`config.mk`:
```
export PLATFORM = sky130hd
export DESIGN_NAME = axi_lite_mem_arbiter
export DESIGN_NICKNAME = d
export VERILOG_FILES = /design/src/rtl/axi_lite_mem_arbiter.sv
export SDC_FILE = /design/constraint.sdc
export NUM_CORES = 1
export LEC_CHECK = 0
export ABC_AREA = 1
export BUFFER_PORTS_ARGS = -buffer_cell sky130_fd_sc_hd__buf_2
export CAP_MARGIN = 5
export CORE_AREA = 3 3 162 164
export DETAILED_ROUTE_END_ITERATION = 8
export DIE_AREA = 0 0 165 167
export PLACE_DENSITY_LB_ADDON = 0.1
export SLEW_MARGIN = 40
export SYNTH_ARGS = -nofsm -noshare
export SYNTH_HDL_FRONTEND = slang
export SYNTH_SLANG_ARGS = --single-unit
```
`constraint.sdc`:
```
create_clock -name clk -period 2.4 [get_ports clk]
set_input_delay 0.12 -clock clk [delete_from_list [all_inputs] [get_ports clk]]
set_output_delay 0.12 -clock clk [all_outputs]
set_load 0.1 [all_outputs]
```
`src/rtl/axi_lite_mem_arbiter.sv`:
```
// -----------------------------------------------------------------------------
// axi_lite_mem_arbiter
//   Two-master to one-slave AXI-Lite arbiter placed in front of the shared
//   axi_lite_mem. Master 0 is the DMA core, master 1 the AES engine / CPU
//   bypass. Write and read paths are arbitrated independently; each path is
//   round-robin and stays locked to its owner for one whole transaction.
//
// Ports
//   clk, rst          : single rising-edge clock, asynchronous active-high reset
//   m0_* / m1_*       : AXI-Lite slave-side ports facing the two masters
//   s_*               : AXI-Lite master-side port facing the memory
//   wr_grant/rd_grant : one-hot owner of the write/read path, 2'b00 when idle
// -----------------------------------------------------------------------------
module axi_lite_mem_arbiter #(
  parameter int unsigned ADDR_WIDTH = 32,
  parameter int unsigned DATA_WIDTH = 32
) (
  input  logic                  clk,
  input  logic                  rst,
  input  logic                  m0_awvalid,
  input  logic [ADDR_WIDTH-1:0] m0_awaddr,
  output logic                  m0_awready,
  input  logic                  m0_wvalid,
  input  logic [DATA_WIDTH-1:0] m0_wdata,
  output logic                  m0_wready,
  output logic                  m0_bvalid,
  input  logic                  m0_bready,
  input  logic                  m0_arvalid,
  input  logic [ADDR_WIDTH-1:0] m0_araddr,
  output logic                  m0_arready,
  output logic                  m0_rvalid,
  output logic [DATA_WIDTH-1:0] m0_rdata,
  input  logic                  m0_rready,
  input  logic                  m1_awvalid,
  input  logic [ADDR_WIDTH-1:0] m1_awaddr,
  output logic                  m1_awready,
  input  logic                  m1_wvalid,
  input  logic [DATA_WIDTH-1:0] m1_wdata,
  output logic                  m1_wready,
  output logic                  m1_bvalid,
  input  logic                  m1_bready,
  input  logic                  m1_arvalid,
  input  logic [ADDR_WIDTH-1:0] m1_araddr,
  output logic                  m1_arready,
  output logic                  m1_rvalid,
  output logic [DATA_WIDTH-1:0] m1_rdata,
  input  logic                  m1_rready,
  output logic                  s_awvalid,
  output logic [ADDR_WIDTH-1:0] s_awaddr,
  input  logic                  s_awready,
  output logic                  s_wvalid,
  output logic [DATA_WIDTH-1:0] s_wdata,
  input  logic                  s_wready,
  input  logic                  s_bvalid,
  output logic                  s_bready,
  output logic                  s_arvalid,
  output logic [ADDR_WIDTH-1:0] s_araddr,
  input  logic                  s_arready,
  input  logic                  s_rvalid,
  input  logic [DATA_WIDTH-1:0] s_rdata,
  output logic                  s_rready,
  output logic [1:0]            wr_grant,
  output logic [1:0]            rd_grant
);

  typedef enum logic [1:0] {W_IDLE = 2'd0, W_XFER = 2'd1, W_RESP = 2'd2} wr_state_e;
  typedef enum logic [1:0] {R_IDLE = 2'd0, R_ADDR = 2'd1, R_DATA = 2'd2} rd_state_e;

  wr_state_e wr_state_q, wr_state_d;
  rd_state_e rd_state_q, rd_state_d;
  logic [1:0] wr_grant_q, wr_grant_d, rd_grant_q, rd_grant_d;
  // Pointer value 0 favours m0 on a tie, 1 favours m1.
  logic wr_ptr_q, wr_ptr_d, rd_ptr_q, rd_ptr_d;
  logic aw_done_q, aw_done_d, w_done_q, w_done_d;

  // Signals of whichever master currently owns each path (zero when idle).
  logic                  g_awvalid, g_wvalid, g_bready, g_arvalid, g_rready;
  logic [ADDR_WIDTH-1:0] g_awaddr, g_araddr;
  logic [DATA_WIDTH-1:0] g_wdata;

  assign wr_grant = wr_grant_q;
  assign rd_grant = rd_grant_q;

  // State, grant, pointer and handshake-flag registers.
  always_ff @(posedge clk or posedge rst) begin
    if (rst) begin
      wr_state_q <= W_IDLE;
      rd_state_q <= R_IDLE;
      wr_grant_q <= 2'b00;
      rd_grant_q <= 2'b00;
      wr_ptr_q   <= 1'b0;
      rd_ptr_q   <= 1'b0;
      aw_done_q  <= 1'b0;
      w_done_q   <= 1'b0;
    end else begin
      wr_state_q <= wr_state_d;
      rd_state_q <= rd_state_d;
      wr_grant_q <= wr_grant_d;
      rd_grant_q <= rd_grant_d;
      wr_ptr_q   <= wr_ptr_d;
      rd_ptr_q   <= rd_ptr_d;
      aw_done_q  <= aw_done_d;
      w_done_q   <= w_done_d;
    end
  end

  // Owner muxes: select purely on the registered grant, so an idle path
  // never forms a combinational path from a master to the memory.
  always_comb begin
    g_awvalid = 1'b0; g_awaddr = {ADDR_WIDTH{1'b0}};
    g_wvalid  = 1'b0; g_wdata  = {DATA_WIDTH{1'b0}};
    g_bready  = 1'b0;
    g_arvalid = 1'b0; g_araddr = {ADDR_WIDTH{1'b0}};
    g_rready  = 1'b0;
    case (wr_grant_q)
      2'b01: begin
        g_awvalid = m0_awvalid; g_awaddr = m0_awaddr;
        g_wvalid  = m0_wvalid;  g_wdata  = m0_wdata;  g_bready = m0_bready;
      end
      2'b10: begin
        g_awvalid = m1_awvalid; g_awaddr = m1_awaddr;
        g_wvalid  = m1_wvalid;  g_wdata  = m1_wdata;  g_bready = m1_bready;
      end
      default: ;
    endcase
    case (rd_grant_q)
      2'b01: begin
        g_arvalid = m0_arvalid; g_araddr = m0_araddr; g_rready = m0_rready;
      end
      2'b10: begin
        g_arvalid = m1_arvalid; g_araddr = m1_araddr; g_rready = m1_rready;
      end
      default: ;
    endcase
  end

  // Write FSM: arbitration on awvalid, AW/W transfer with sticky flags, B return.
  always_comb begin
    wr_state_d = wr_state_q;
    wr_grant_d = wr_grant_q;
    wr_ptr_d   = wr_ptr_q;
    aw_done_d  = aw_done_q;
    w_done_d   = w_done_q;
    s_awvalid  = 1'b0; s_awaddr = {ADDR_WIDTH{1'b0}};
    s_wvalid   = 1'b0; s_wdata  = {DATA_WIDTH{1'b0}};
    s_bready   = 1'b0;
    m0_awready = 1'b0; m0_wready = 1'b0; m0_bvalid = 1'b0;
    m1_awready = 1'b0; m1_wready = 1'b0; m1_bvalid = 1'b0;
    case (wr_state_q)
      W_IDLE: begin
        if (m0_awvalid && m1_awvalid) begin
          wr_grant_d = wr_ptr_q ? 2'b10 : 2'b01;
          wr_state_d = W_XFER;
        end else if (m0_awvalid) begin
          wr_grant_d = 2'b01;
          wr_state_d = W_XFER;
        end else if (m1_awvalid) begin
          wr_grant_d = 2'b10;
          wr_state_d = W_XFER;
        end else begin
          wr_state_d = W_IDLE;
        end
      end
      W_XFER: begin
        // A channel that has already handshaken is masked so it is never replayed.
        s_awvalid  = g_awvalid & ~aw_done_q;
        s_awaddr   = g_awaddr;
        s_wvalid   = g_wvalid & ~w_done_q;
        s_wdata    = g_wdata;
        m0_awready = wr_grant_q[0] & s_awready & ~aw_done_q;
        m1_awready = wr_grant_q[1] & s_awready & ~aw_done_q;
        m0_wready  = wr_grant_q[0] & s_wready & ~w_done_q;
        m1_wready  = wr_grant_q[1] & s_wready & ~w_done_q;
        aw_done_d  = aw_done_q | (g_awvalid & s_awready);
        w_done_d   = w_done_q | (g_wvalid & s_wready);
        if (aw_done_q && w_done_q) begin
          wr_state_d = W_RESP;
        end else begin
          wr_state_d = W_XFER;
        end
      end
      W_RESP: begin
        m0_bvalid = wr_grant_q[0] & s_bvalid;
        m1_bvalid = wr_grant_q[1] & s_bvalid;
        s_bready  = g_bready;
        if (s_bvalid && g_bready) begin
          wr_state_d = W_IDLE;
          wr_grant_d = 2'b00;
          wr_ptr_d   = wr_grant_q[0];  // favour the master that was not served
          aw_done_d  = 1'b0;
          w_done_d   = 1'b0;
        end else begin
          wr_state_d = W_RESP;
        end
      end
      default: begin
        wr_state_d = W_IDLE;
        wr_grant_d = 2'b00;
        aw_done_d  = 1'b0;
        w_done_d   = 1'b0;
      end
    endcase
  end

  // Read FSM: arbitration on arvalid, AR transfer, R return.
  always_comb begin
    rd_state_d = rd_state_q;
    rd_grant_d = rd_grant_q;
    rd_ptr_d   = rd_ptr_q;
    s_arvalid  = 1'b0; s_araddr = {ADDR_WIDTH{1'b0}};
    s_rready   = 1'b0;
    m0_arready = 1'b0; m0_rvalid = 1'b0; m0_rdata = {DATA_WIDTH{1'b0}};
    m1_arready = 1'b0; m1_rvalid = 1'b0; m1_rdata = {DATA_WIDTH{1'b0}};
    case (rd_state_q)
      R_IDLE: begin
        if (m0_arvalid && m1_arvalid) begin
          rd_grant_d = rd_ptr_q ? 2'b10 : 2'b01;
          rd_state_d = R_ADDR;
        end else if (m0_arvalid) begin
          rd_grant_d = 2'b01;
          rd_state_d = R_ADDR;
        end else if (m1_arvalid) begin
          rd_grant_d = 2'b10;
          rd_state_d = R_ADDR;
        end else begin
          rd_state_d = R_IDLE;
        end
      end
      R_ADDR: begin
        s_arvalid  = g_arvalid;
        s_araddr   = g_araddr;
        m0_arready = rd_grant_q[0] & s_arready;
        m1_arready = rd_grant_q[1] & s_arready;
        if (g_arvalid && s_arready) begin
          rd_state_d = R_DATA;
        end else begin
          rd_state_d = R_ADDR;
        end
      end
      R_DATA: begin
        m0_rvalid = rd_grant_q[0] & s_rvalid;
        m1_rvalid = rd_grant_q[1] & s_rvalid;
        m0_rdata  = rd_grant_q[0] ? s_rdata : {DATA_WIDTH{1'b0}};
        m1_rdata  = rd_grant_q[1] ? s_rdata : {DATA_WIDTH{1'b0}};
        s_rready  = g_rready;
        if (s_rvalid && g_rready) begin
          rd_state_d = R_IDLE;
          rd_grant_d = 2'b00;
          rd_ptr_d   = rd_grant_q[0];
        end else begin
          rd_state_d = R_DATA;
        end
      end
      default: begin
        rd_state_d = R_IDLE;
        rd_grant_d = 2'b00;
      end
    endcase
  end

endmodule

```
# Yosys cells after proc, flatten, opt, wreduce, memory -nomap -nowiden
# Index checks and enable logic that the tools add are counted.
totals:
  elab_cells: 115
  output_inout_bits: 179
  ff_bits: 12
  inputBits: 241
op_classes:
  n_reduce_logical: 13
  bitwise_logic: 25
  mux: 57
  eq_ne: 12
op_table:
  columns: ["cell", "count"]
  rows:
  - ["$mux W32", 7]
  - ["$pmux W32 S2", 3]
  - ["$mux W2", 14]
  - ["$pmux W2 S3", 4]
  - ["$mux W1", 22]
  - ["$and A1 B1 Y1", 18]
  - ["$pmux W1 S2", 5]
  - ["$eq A2 B1 Y1 const B", 4]
  - ["$eq A2 B2 Y1 const B", 4]
  - ["$ne A4 B4 Y1 const B", 2]
  - ["$logic_and A1 B1 Y1", 6]
  - ["$pmux W1 S3", 2]
  - ["$reduce_and A2 Y1", 3]
  - ["$reduce_and A3 Y1", 2]
  - ["$not A1 Y1", 5]
  - ["$logic_not A2 Y1", 2]
  - ["$ne A2 B2 Y1 const B", 2]
  - ["$or A1 B1 Y1", 2]

# Longest topological paths before layout
# Gate-level depths: netlist of the first run.
logic_depth:
  depth_word: 5
  mapped_depth: 10
  mapped_depth_nobuf: 9

# Worst setup path after synthesis of the first run
# OpenSTA, ideal clock, no wires.
synth_path:
  kind: "reg-to-output"
  startpoint: "reg wr_grant_q[0], in the netlist wr_grant[0]"
  endpoint: "out m0_awready"
  stages_incl_launch_ff: 3
  path_buffers: 0
  required_ps: 2280
  arrival_ps: 4115
  path_slack_ps: -1835
  cell_sequence: "dfrtp_1 inv_1 nor4_1"
synth_between:
  elab_chain_cells: 3
synth_rtl:
  columns: ["item", "line", "source"]
  rows:
  - ["start: declaration", "71", "logic [1:0] wr_grant_q, wr_grant_d, rd_grant_q, rd_grant_d;"]
  - ["start signal: assignment", "98", "wr_grant_q <= wr_grant_d;"]
  - ["$and A1 B1 Y1 (2 in a row)", "170", "m0_awready = wr_grant_q[0] & s_awready & ~aw_done_q;"]
  - ["$mux W1", "149", "case (wr_state_q)"]
  - ["end: declaration", "22", "output logic m0_awready,"]
# No other way between the ends.

# Final worst setup path of the first run
layout_path:
  startpoint: "reg wr_grant_q[0], in the netlist wr_grant[0]"
  endpoint: "out s_awaddr[20]"
layout_between:
  elab_chain_cells: 3
layout_rtl:
  columns: ["item", "line", "source"]
  rows:
  - ["$eq A2 B2 Y1 / $eq A2 B1 Y1 (equally long branches)", "115", "case (wr_grant_q)"]
  - ["$pmux W32 S2 *", "115", null]
  - ["$mux W32 *", "149", null]
  - ["end: declaration", "49", "output logic [ADDR_WIDTH-1:0] s_awaddr,"]
# Mark *: on every way between the ends. The rest lies on a longest branch, timed or not.

==> results of run 1 <==
## cell usage after synthesis, drive strengths merged
cell,number
ha,4
o31ai,1
nand2,242
o22ai,1
a21oi,96
nor2,80
o21ai,6
dfrtp,12
buf,25
nor4,4
nor3,4
clkbuf,12
nand3,12
inv,62
## stage by stage
step | cells | util [%]
3_5_place_dp | 1290 | 33.6
3_3_place_gp | 1290 | 33.6
2_1_floorplan | 561 | -
6_report | 1295 | 34.0
5_1_grt | 1295 | 34.0
4_1_cts | 1295 | 34.0
## per-layer routing
metal,track usage [%],vias to the layer above
met5,0,-
met4,1.50,4
met3,4.95,16
met2,22.7,261
met1,13.6,2095
li1,-,2534
## logic make-up after synthesis
kind of cell             after synthesis  share of synthesized area [%]
AO/OA/AOI/OAI                        104                           26.1
buffers and inverters                 99                           15.5
AND/OR/NAND/NOR                      342                           46.2
flip-flops                            12                           10.5
adder cells (fa/ha/maj)                4                           1.74
## tightest hold or removal path, cell delays in order
cell,delay (ns)
buf_2,0.09
nand3_1,0.07
nand2_1,0.06
## power groups by stage
stage	Combinational (mW)	Sequential, mW	Clock [mW]
detailed placement	10.1	0.401	0
floorplan	6.78	0.585	0
global placement	10.1	0.399	0
CTS	10.1	0.400	0.351
finish	9.97	0.398	0.341
global route	10.4	0.414	0.360
## worst paths after layout
check	end	slack (ns)	startpoint	cells after the start
max in group asynchronous	wr_grant[0]	1.54	rst	3
min	rd_state_q[1]	0.14	s_arready	3
max	s_awaddr[20]	0.15	wr_grant[0]	7
min reg2reg	wr_ptr_q	0.50	wr_ptr_q	2
min in group asynchronous	wr_ptr_q	0.47	rst	3
max reg2reg	wr_grant[0]	0.51	wr_grant[1]	10
## layout make-up
cell class,instances,area (um^2),area share [%]
Timing Repair Buffer,437,4290,50.4
Multi-Input combinational cell,450,3180,37.3
Tap cell,330,413,4.85
Sequential cell,12,308,3.61
Inverter,62,238,2.79
Clock buffer,4,88.8,1.04
## flip-flops by register name, summed over array words and instances (netlist names)
name,cells
wr_state_q,2
rd_grant,2
wr_ptr_q,1
wr_grant,2
rd_state_q,2
rd_ptr_q,1
w_done_q,1
aw_done_q,1
## cells in the final DEF (no fill, tap or decap), drive strengths merged
cell	count
a21oi	96
buf	436
clkbuf	4
dfrtp	12
dlygate4sd3	1
ha	4
inv	62
nand2	242
nand3	12
nor2	80
nor3	4
nor4	4
o21ai	6
o22ai	1
o31ai	1
==> metrics, run 1 <==
1st-iter DRT viols=169; share of cells above drive strength 1=a little over three fifths; Root Buffer=clkbuf_16; switching pwr=7.18 mW; crit end category=output pin; CP max-delay cell=dfrtp_4; dominant cell type by area after synthesis=nand2_1; CP Buf/Inv Count=4; hold_buf cts=1; synthesized net count=806; sequential power share=3.7%; num ports=420; setup TNS=0 ns; worst vdd ir=between 0.8 and 0.9 mV; largest net degree at the start of global routing=slightly below 60; clock latency on the worst-skew pair=~0.24 ns; combinational power share=just over 90%; Final Hold Fails=0; Routed wire per std cell=14.2 um; hold crit path type=input pin to flip-flop; core area=0.0250 mm^2; area of the mapped netlist=approximately 0.0029 mm^2; remaining antenna violation count=0; CTS Buffer Depth=2; setup ws final=about 0.15 ns; DR pass1 iterations=4; status=finished clean; routed length on met1=6.65 mm; hold slack=0.136 ns; share of total power in the clock network=3.2%; # diodes=0; placed wire-length estimate=15.7 mm; CP arrival=approximately 2.1 ns; kind of critical path=flip-flop to output pin; fin crit period=2.25 ns; Layout area overhead=197%; initial core utilization=a little under an eighth; Cell variety after synth=22; Synth top area share=between 30% and 40%; CP max stage delay=around 0.49 ns; nets@finish=1211; critical path startpoint category=flip-flop; drt drc=0; Max-Cap Viols=0; vias in the first global route=slightly below 5000; Cell Int Power=3.53 mW; Synth warnings=0; Worst-Margin Slew=0.582 ns; met2 wire length=a little over 9 mm; Placer Congestion=between 0.7 and 0.8; die area=0.0276 mm^2; Final period util=around 94%; gr usage total=12.4%; die width=165 um; Place WS=0.393 ns; max layer used=met5; crit path cell chain=inv_1, ha_2, nor2_4, inv_6, buf_4, a21oi_4, buf_12; switching share of power=between 60% and 70%; Sink Count=12; CP Max Fanout=32; WP data required=2.28 ns; antenna violations before repair=2; P_leak=3.61 nW; Total Power Consumption=between 10 and 15 mW; Port Buf Inserts=419; CTS clk-pin slew, worst paths=about 0.05 ns; final setup fails=0; CTS tree=built; clock buffer count from CTS=3; Crit path max-delay family=buffers and inverters; Post-CTS Setup Inserts=0; final instance area=0.00852 mm^2; Fill cells=2672; DR vias/cell=between 3 and 4; fin. max-slew vios=0; met3 wire len=2.23 mm; clk_skew=0.000697 ns; post-CTS sizing=0; RSZ-0062 raised after global routing=no; placed cell area=around 0.0084 mm^2; maximum clock rate=444 MHz; register area share after synthesis=a little over a tenth; Synth area leaders=nand2_1 (32%), a21oi_2 (18%), dfrtp_1 (10%), nor2_1 (10%), inv_1 (7.7%); Die Ht=167 um; Total Wirelength=between 15 and 20 mm; Rel. slew slack=61.2%; Power Dens Cells=around 1300 mW/mm^2; htree depth=1; gr ovfl total=0; DR vias=4910; post-synthesis cell count=561; Yosys reg bits=12; first-pass GRT wire length=27.4 mm; Avg Inst Size Synth=between 5 and 6 um^2; FP Rows=58
Note: power is estimated with default switching activity, not from simulation.
==> inputs of run 2 (changes only) <==
==> constraint.sdc (replaced) <==
create_clock -name clk -period 2.4 [get_ports clk]
set_input_delay 0.12 -clock clk [delete_from_list [all_inputs] [get_ports clk]]
set_output_delay 0.12 -clock clk [all_outputs]
set_load 0.05 [all_outputs]
==> run 2 against run 1 <==
Sequential share of layout area is 1.9 points higher. Sequential cell count unchanged. Power down 47%. Critical path depth stayed put. Hold slack gained 0.025 ns. Global-route usage up 0.30 points. Via count rose by 1.1%. First-iteration DRC count decreased by 4.1%. Combinational power fell by 50%. Clock power rose by 2%. Routed wire length increased by 4.2%. Non-clock buffer count decreased by 6. Critical path type unchanged. Largest cell class unchanged. Highest routed layer unchanged.
==> metrics, run 2 (synthesis gave the netlist of run 1 again) <==
status=finished clean; FP Rows=58 (unchanged); Final Non-Filler Cells=1292 (-0.23%); Post-CTS Setup Inserts=0 (unchanged); worst r2r dst=wr_grant[0]; Placer Congestion=0.779 (-0.31%); Worst Hold End=wr_grant[0]; Final period util=94.8% (+0.97 points); R2R depth=10 (unchanged); gr ovfl total=0 (unchanged); die area=0.0276 mm^2 (unchanged); hold crit path type=input pin to flip-flop; share of total power in the clock network=6.1% (+2.9 points); CP max stage delay=0.42 ns (-0.07 ns); switching share of power=71.2% (+4.2 points); largest net degree at the start of global routing=67 (+16%); Final Hold Fails=0 (unchanged); Place WS=0.271 ns (-0.123 ns); placed wire-length estimate=16.2 mm (+2.8%); Die Ht=167 um (unchanged); critical path startpoint category=flip-flop; Layout area overhead=88.8%; sequential power share=6.4% (+2.7 points); fin crit period=2.27 ns (+0.0234 ns); Power Dens Cells=1040 mW/mm^2 (-17%); most frequent cells in the layout=buf_2 (418), nand2_1 (241), nor2_1 (78); worst vdd ir=0.473 mV (-41%); 1st-iter DRT viols=162 (-4.1%); Sink Count=12 (unchanged); Port Buf Inserts=419 (unchanged); DR vias/cell=3.84 (+1.3%); switching pwr=4.03 mW (-44%); drt drc=0 (unchanged); CTS clk-pin slew, worst paths=0.05 ns (about the same); nets@finish=1205 (-0.50%); num ports=420 (unchanged); CP arrival=2.15 ns (+0.02 ns); clock buffer count from CTS=3 (unchanged); first-pass GRT wire length=27.6 mm (+0.81%); DR vias=4963 (+1.1%); CP max-delay cell=dfrtp_1; CTS Buffer Depth=2 (unchanged); dpl cells=1284 (-0.47%); P_leak=3.16 nW (-12%); Routed wire per std cell=14.9 um (+4.4%); R2R setup slack=0.58 ns (+0.07 ns); hold depth=3 (unchanged); crit end category=output pin; clk_skew=0.000368 ns (-0.000329 ns); Total Wirelength=19.2 mm (+4.2%); final setup fails=0 (unchanged); antenna violations before repair=8 (+6); CP Buf/Inv Count=4 (unchanged); Rel. slew slack=60.9% (-0.25 points); Cell Int Power=1.63 mW (-54%); DR pass1 iterations=4 (unchanged); fin. max-slew vios=0 (unchanged); RSZ-0062 raised after global routing=no; combinational power share=87.5% (-5.6 points); core area=0.0250 mm^2 (unchanged); gr usage total=12.7% (+0.30 points); remaining antenna violation count=0 (unchanged); Crit path max-delay family=buffers and inverters; WP data required=2.28 ns (about the same); r2r startpoint=wr_grant[1]; vias in the first global route=4903 (-0.26%); Hold Path Origin=m0_awvalid; commonest non-fill, non-tap cell in the layout=buf_2; Worst-Margin Slew=0.585 ns (+0.00289 ns); Root Buffer=clkbuf_16; htree depth=1 (unchanged); CP Max Fanout=44 (+38%); kind of critical path=flip-flop to output pin; CTS tree=built; Max-Cap Viols=0 (unchanged); setup ws final=0.126 ns (-0.0234 ns); maximum clock rate=440 MHz (-1.0%); clock latency on the worst-skew pair=0.25 ns (about the same); initial core utilization=11.5% (unchanged); crit path cell chain=inv_1, ha_2, nor2_4, inv_6, buf_12, a21oi_2, buf_2; die width=165 um (unchanged); share of cells above drive strength 1=52.6% (-11 points)
run 2: changes by cell type in the layout (fill, tap and decap cells not counted), moves of 36 or more:
cell     previous run  this run
a21oi_1             0        36
a21oi_2             6        60
a21oi_4            90         0
buf_12            138         3
buf_2             287       418
nor2_1             24        78
nor2_2             51         1
run 2: timing repair:
item	4_1_cts	5_1_grt
endpoints found under the hold margin	12	0
hold buffers	1	0
cloned	0	0
gates resized for setup	1	1
endpoints found under the setup margin	1	1
run 2: worst min-delay path, stage by stage:
cell     delay, ns
buf_2         0.13
nand3_1       0.08
nand2_1       0.04
run 2: worst max path at each step:
stage          slack [ns]  depth (start not counted)          end   startpoint
6_report             0.13                          7  s_wdata[23]  wr_grant[0]
3_3_place_gp         0.29                          7  s_wdata[23]  wr_grant[0]
5_1_grt             0.001                          7  s_wdata[22]  wr_grant[0]
3_5_place_dp         0.27                          7  s_wdata[27]  wr_grant[0]
4_1_cts              0.09                          7  s_wdata[27]  wr_grant[0]
2_1_floorplan       -0.11                          2   m0_awready  wr_grant[0]
run 2: area by class of cell:
type	instances	area, um^2
inverters	62	238
diodes	3	7.51
clock buffers	4	88.8
fillers	3034	19600
repair buffers	431	2230
well taps	330	413
multi-input cells	450	2140
flip-flops and latches	12	300
run 2: power by group through the flow:
stage,logic (mW),clock network [mW],registers (mW)
floorplan,3.74,0,0.447
global placement,5.07,0,0.365
detailed placement,5.01,0,0.364
CTS,5.03,0.361,0.363
global route,5.33,0.368,0.375
finish,4.95,0.348,0.360
run 2: metal layers:
metal	global-route usage [%]	up-vias	share of wire (%)
met5	0	-	0.36
met4	2.04	10	0.76
met3	4.20	17	11
met2	25.2	272	52
met1	12.6	2143	35
li1	-	2521	-
run 2: stage by stage:
stage	hold WS [ns]	util [%]	total power [mW]	TNS [ns]	instance area [um^2]
6_report	0.161	21.6	5.66	0	5420
5_1_grt	0.169	21.6	6.08	0	5420
4_1_cts	0.151	21.6	5.75	0	5410
3_5_place_dp	0.223	21.2	5.37	0	5310
3_3_place_gp	0.223	21.2	5.43	0	5310
2_1_floorplan	-0.0153	-	4.18	-0.216	2880
==> inputs of run 3 (changes only) <==
- clock period: 2.4 -> 2.75 ns (I/O delays scaled with it)
==> run 3 against run 2 <==
Sequential power shrank 11%. Critical path depth is the same. Clock power shrank 12%. Clock skew is essentially flat. Core utilization shrank 0.090 points. Combinational power shrank 12%. Global-route usage shrank 0.11 points. Routed wire length shrank 2.0%. Cell area shrank 0.42%. Critical endpoint is now s_wdata[1].
==> metrics, run 3 (synthesis gave the netlist of run 1 again) <==
status=finished clean; Power Dens Cells=922 mW/mm^2 (-12%); first-pass GRT wire length=27.6 mm (about the same); hold slack=0.154 ns (-0.00717 ns); DR vias/cell=3.85 (+0.11%); largest net degree at the start of global routing=67 (unchanged); commonest non-fill, non-tap cell in the layout=buf_2; most frequent cells in the layout=buf_2 (419), nand2_1 (241), nor2_1 (78); Die Ht=167 um (unchanged); FP Rows=58 (unchanged); CP arrival=2.29 ns (+0.14 ns); die area=0.0276 mm^2 (unchanged); kind of critical path=flip-flop to output pin; Fill cells=3016 (-0.59%); CP Buf/Inv Count=4 (unchanged); htree depth=1 (unchanged); RSZ-0062 raised after global routing=no; fin. max-slew vios=0 (unchanged); Routed wire per std cell=14.6 um (-1.8%); CP Max Fanout=23 (-48%); Final Core Density=21.6% (-0.090 points); placed wire-length estimate=15.8 mm (-2.6%); clk_skew=0.000629 ns (+0.000260 ns); core area=0.0250 mm^2 (unchanged); gr usage total=12.5% (-0.11 points); R2R setup slack=0.95 ns (+0.37 ns); CP max stage delay=0.43 ns (about the same); worst vdd ir=0.350 mV (-26%); maximum clock rate=412 MHz; final setup fails=0 (unchanged); Layout area overhead=88.0%; R2R depth=10 (unchanged); Rel. slew slack=62.6% (+1.6 points); DR vias=4961 (-0.040%); CP max-delay cell=dfrtp_1; Sink Count=12 (unchanged); nets@finish=1205 (unchanged); Final Hold Fails=0 (unchanged); Root Buffer=clkbuf_16; CTS Buffer Depth=2 (unchanged); Total Power Consumption=4.98 mW (-12%); setup TNS=0 ns (unchanged); share of cells above drive strength 1=52.3% (-0.21 points); fin crit period=2.43 ns; antenna violations before repair=5 (-3); crit end category=output pin; critical path startpoint category=flip-flop; Port Buf Inserts=419 (unchanged); CTS tree=built; initial core utilization=11.5% (unchanged); WP data required=2.61 ns (+0.33 ns); 1st-iter DRT viols=217 (+34%); share of total power in the clock network=6.1% (about the same); DR pass1 iterations=4 (unchanged); final instance area=0.00540 mm^2 (-0.42%); CP startpoint=wr_grant[0]; Max-Cap Viols=0 (unchanged); Crit path max-delay family=buffers and inverters; crit path capture=s_wdata[1]; cell count along the critical path=7 (unchanged); Worst-Margin Slew=0.560 ns (-0.0246 ns); combinational power share=87.5% (about the same); drt drc=0 (unchanged); vias in the first global route=4901 (-0.041%); Final period util=roughly nine tenths; r2r startpoint=wr_grant[0]; clock buffer count from CTS=3 (unchanged); clock latency on the worst-skew pair=0.25 ns (about the same); switching pwr=3.53 mW (-12%); die width=165 um (unchanged); Total Wirelength=18.8 mm (-2.0%); num ports=420 (unchanged); Cell Int Power=1.45 mW (-11%); sequential power share=6.4% (about the same); worst r2r dst=wr_grant[1]; P_leak=3.16 nW (about the same); switching share of power=70.9% (-0.32 points); CTS clk-pin slew, worst paths=0.05 ns (about the same); Placer Congestion=0.732 (-6.1%); remaining antenna violation count=0 (unchanged); gr ovfl total=0 (unchanged); placed cell area=0.00530 mm^2 (-0.24%); crit path cell chain=inv_1, ha_2, nor2_4, inv_4, buf_4, a21oi_1, buf_2; hold crit path type=input pin to flip-flop
[run 3: power groups by stage]
| stage | Clock (mW) | Sequential (mW) | Combinational, mW |
|---|---|---|---|
| 3_3_place_gp | 0 | 0.321 | 4.47 |
| 2_1_floorplan | 0 | 0.388 | 3.25 |
| 5_1_grt | 0.324 | 0.339 | 4.70 |
| 6_report | 0.305 | 0.320 | 4.35 |
| 4_1_cts | 0.322 | 0.323 | 4.43 |
| 3_5_place_dp | 0 | 0.324 | 4.42 |
[run 3: worst min-delay path, delay by kind of cell]
kind,cells,cell delay (ns)
simple gates,2,0.14
buf+inv,1,0.09
[run 3: area by class of cell]
| type | instances | area [um^2] | share of cell area, % |
|---|---|---|---|
| Clock buffer | 4 | 88.8 | 1.65 |
| Timing Repair Buffer | 431 | 2230 | 41.3 |
| Tap cell | 330 | 413 | 7.65 |
| Multi-Input combinational cell | 450 | 2130 | 39.5 |
| Inverter | 62 | 235 | 4.36 |
| Antenna cell | 1 | 2.50 | 0.0464 |
| Sequential cell | 12 | 300 | 5.56 |
[run 3: worst min-delay path by stage]
stage | from | endpoint | slack [ns] | cells after the start
after CTS | s_arready | rd_state_q[1] | 0.15 | 3
final | s_arready | rd_state_q[1] | 0.15 | 3
after global placement | rst | wr_ptr_q | 0.23 | 2
after detailed placement | rst | wr_ptr_q | 0.23 | 2
after global routing | s_arready | rd_state_q[1] | 0.16 | 3
after floorplan | rst | aw_done_q | 0.002 | 1
[run 3: routing by layer]
metal  GRT usage, %  share of wire (%)
met3           4.18                 12
met2           24.1                 51
met5              0               0.30
met1           13.3                 36
met4           2.01               0.84
[run 3: repair_timing]
action                                  CTS  global route
endpoints found under the hold margin    12             0
hold buffers                              1             0
buffers inserted                          0             0
endpoints found under the setup margin    0             0
gates resized for setup                   0             0
[run 3: per-stage QoR]
step,setup slack (ns),instances
finish,0.325,1290
global route,0.196,1290
CTS,0.266,1289
detailed placement,0.553,1284
global placement,0.576,1284
floorplan,0.224,561
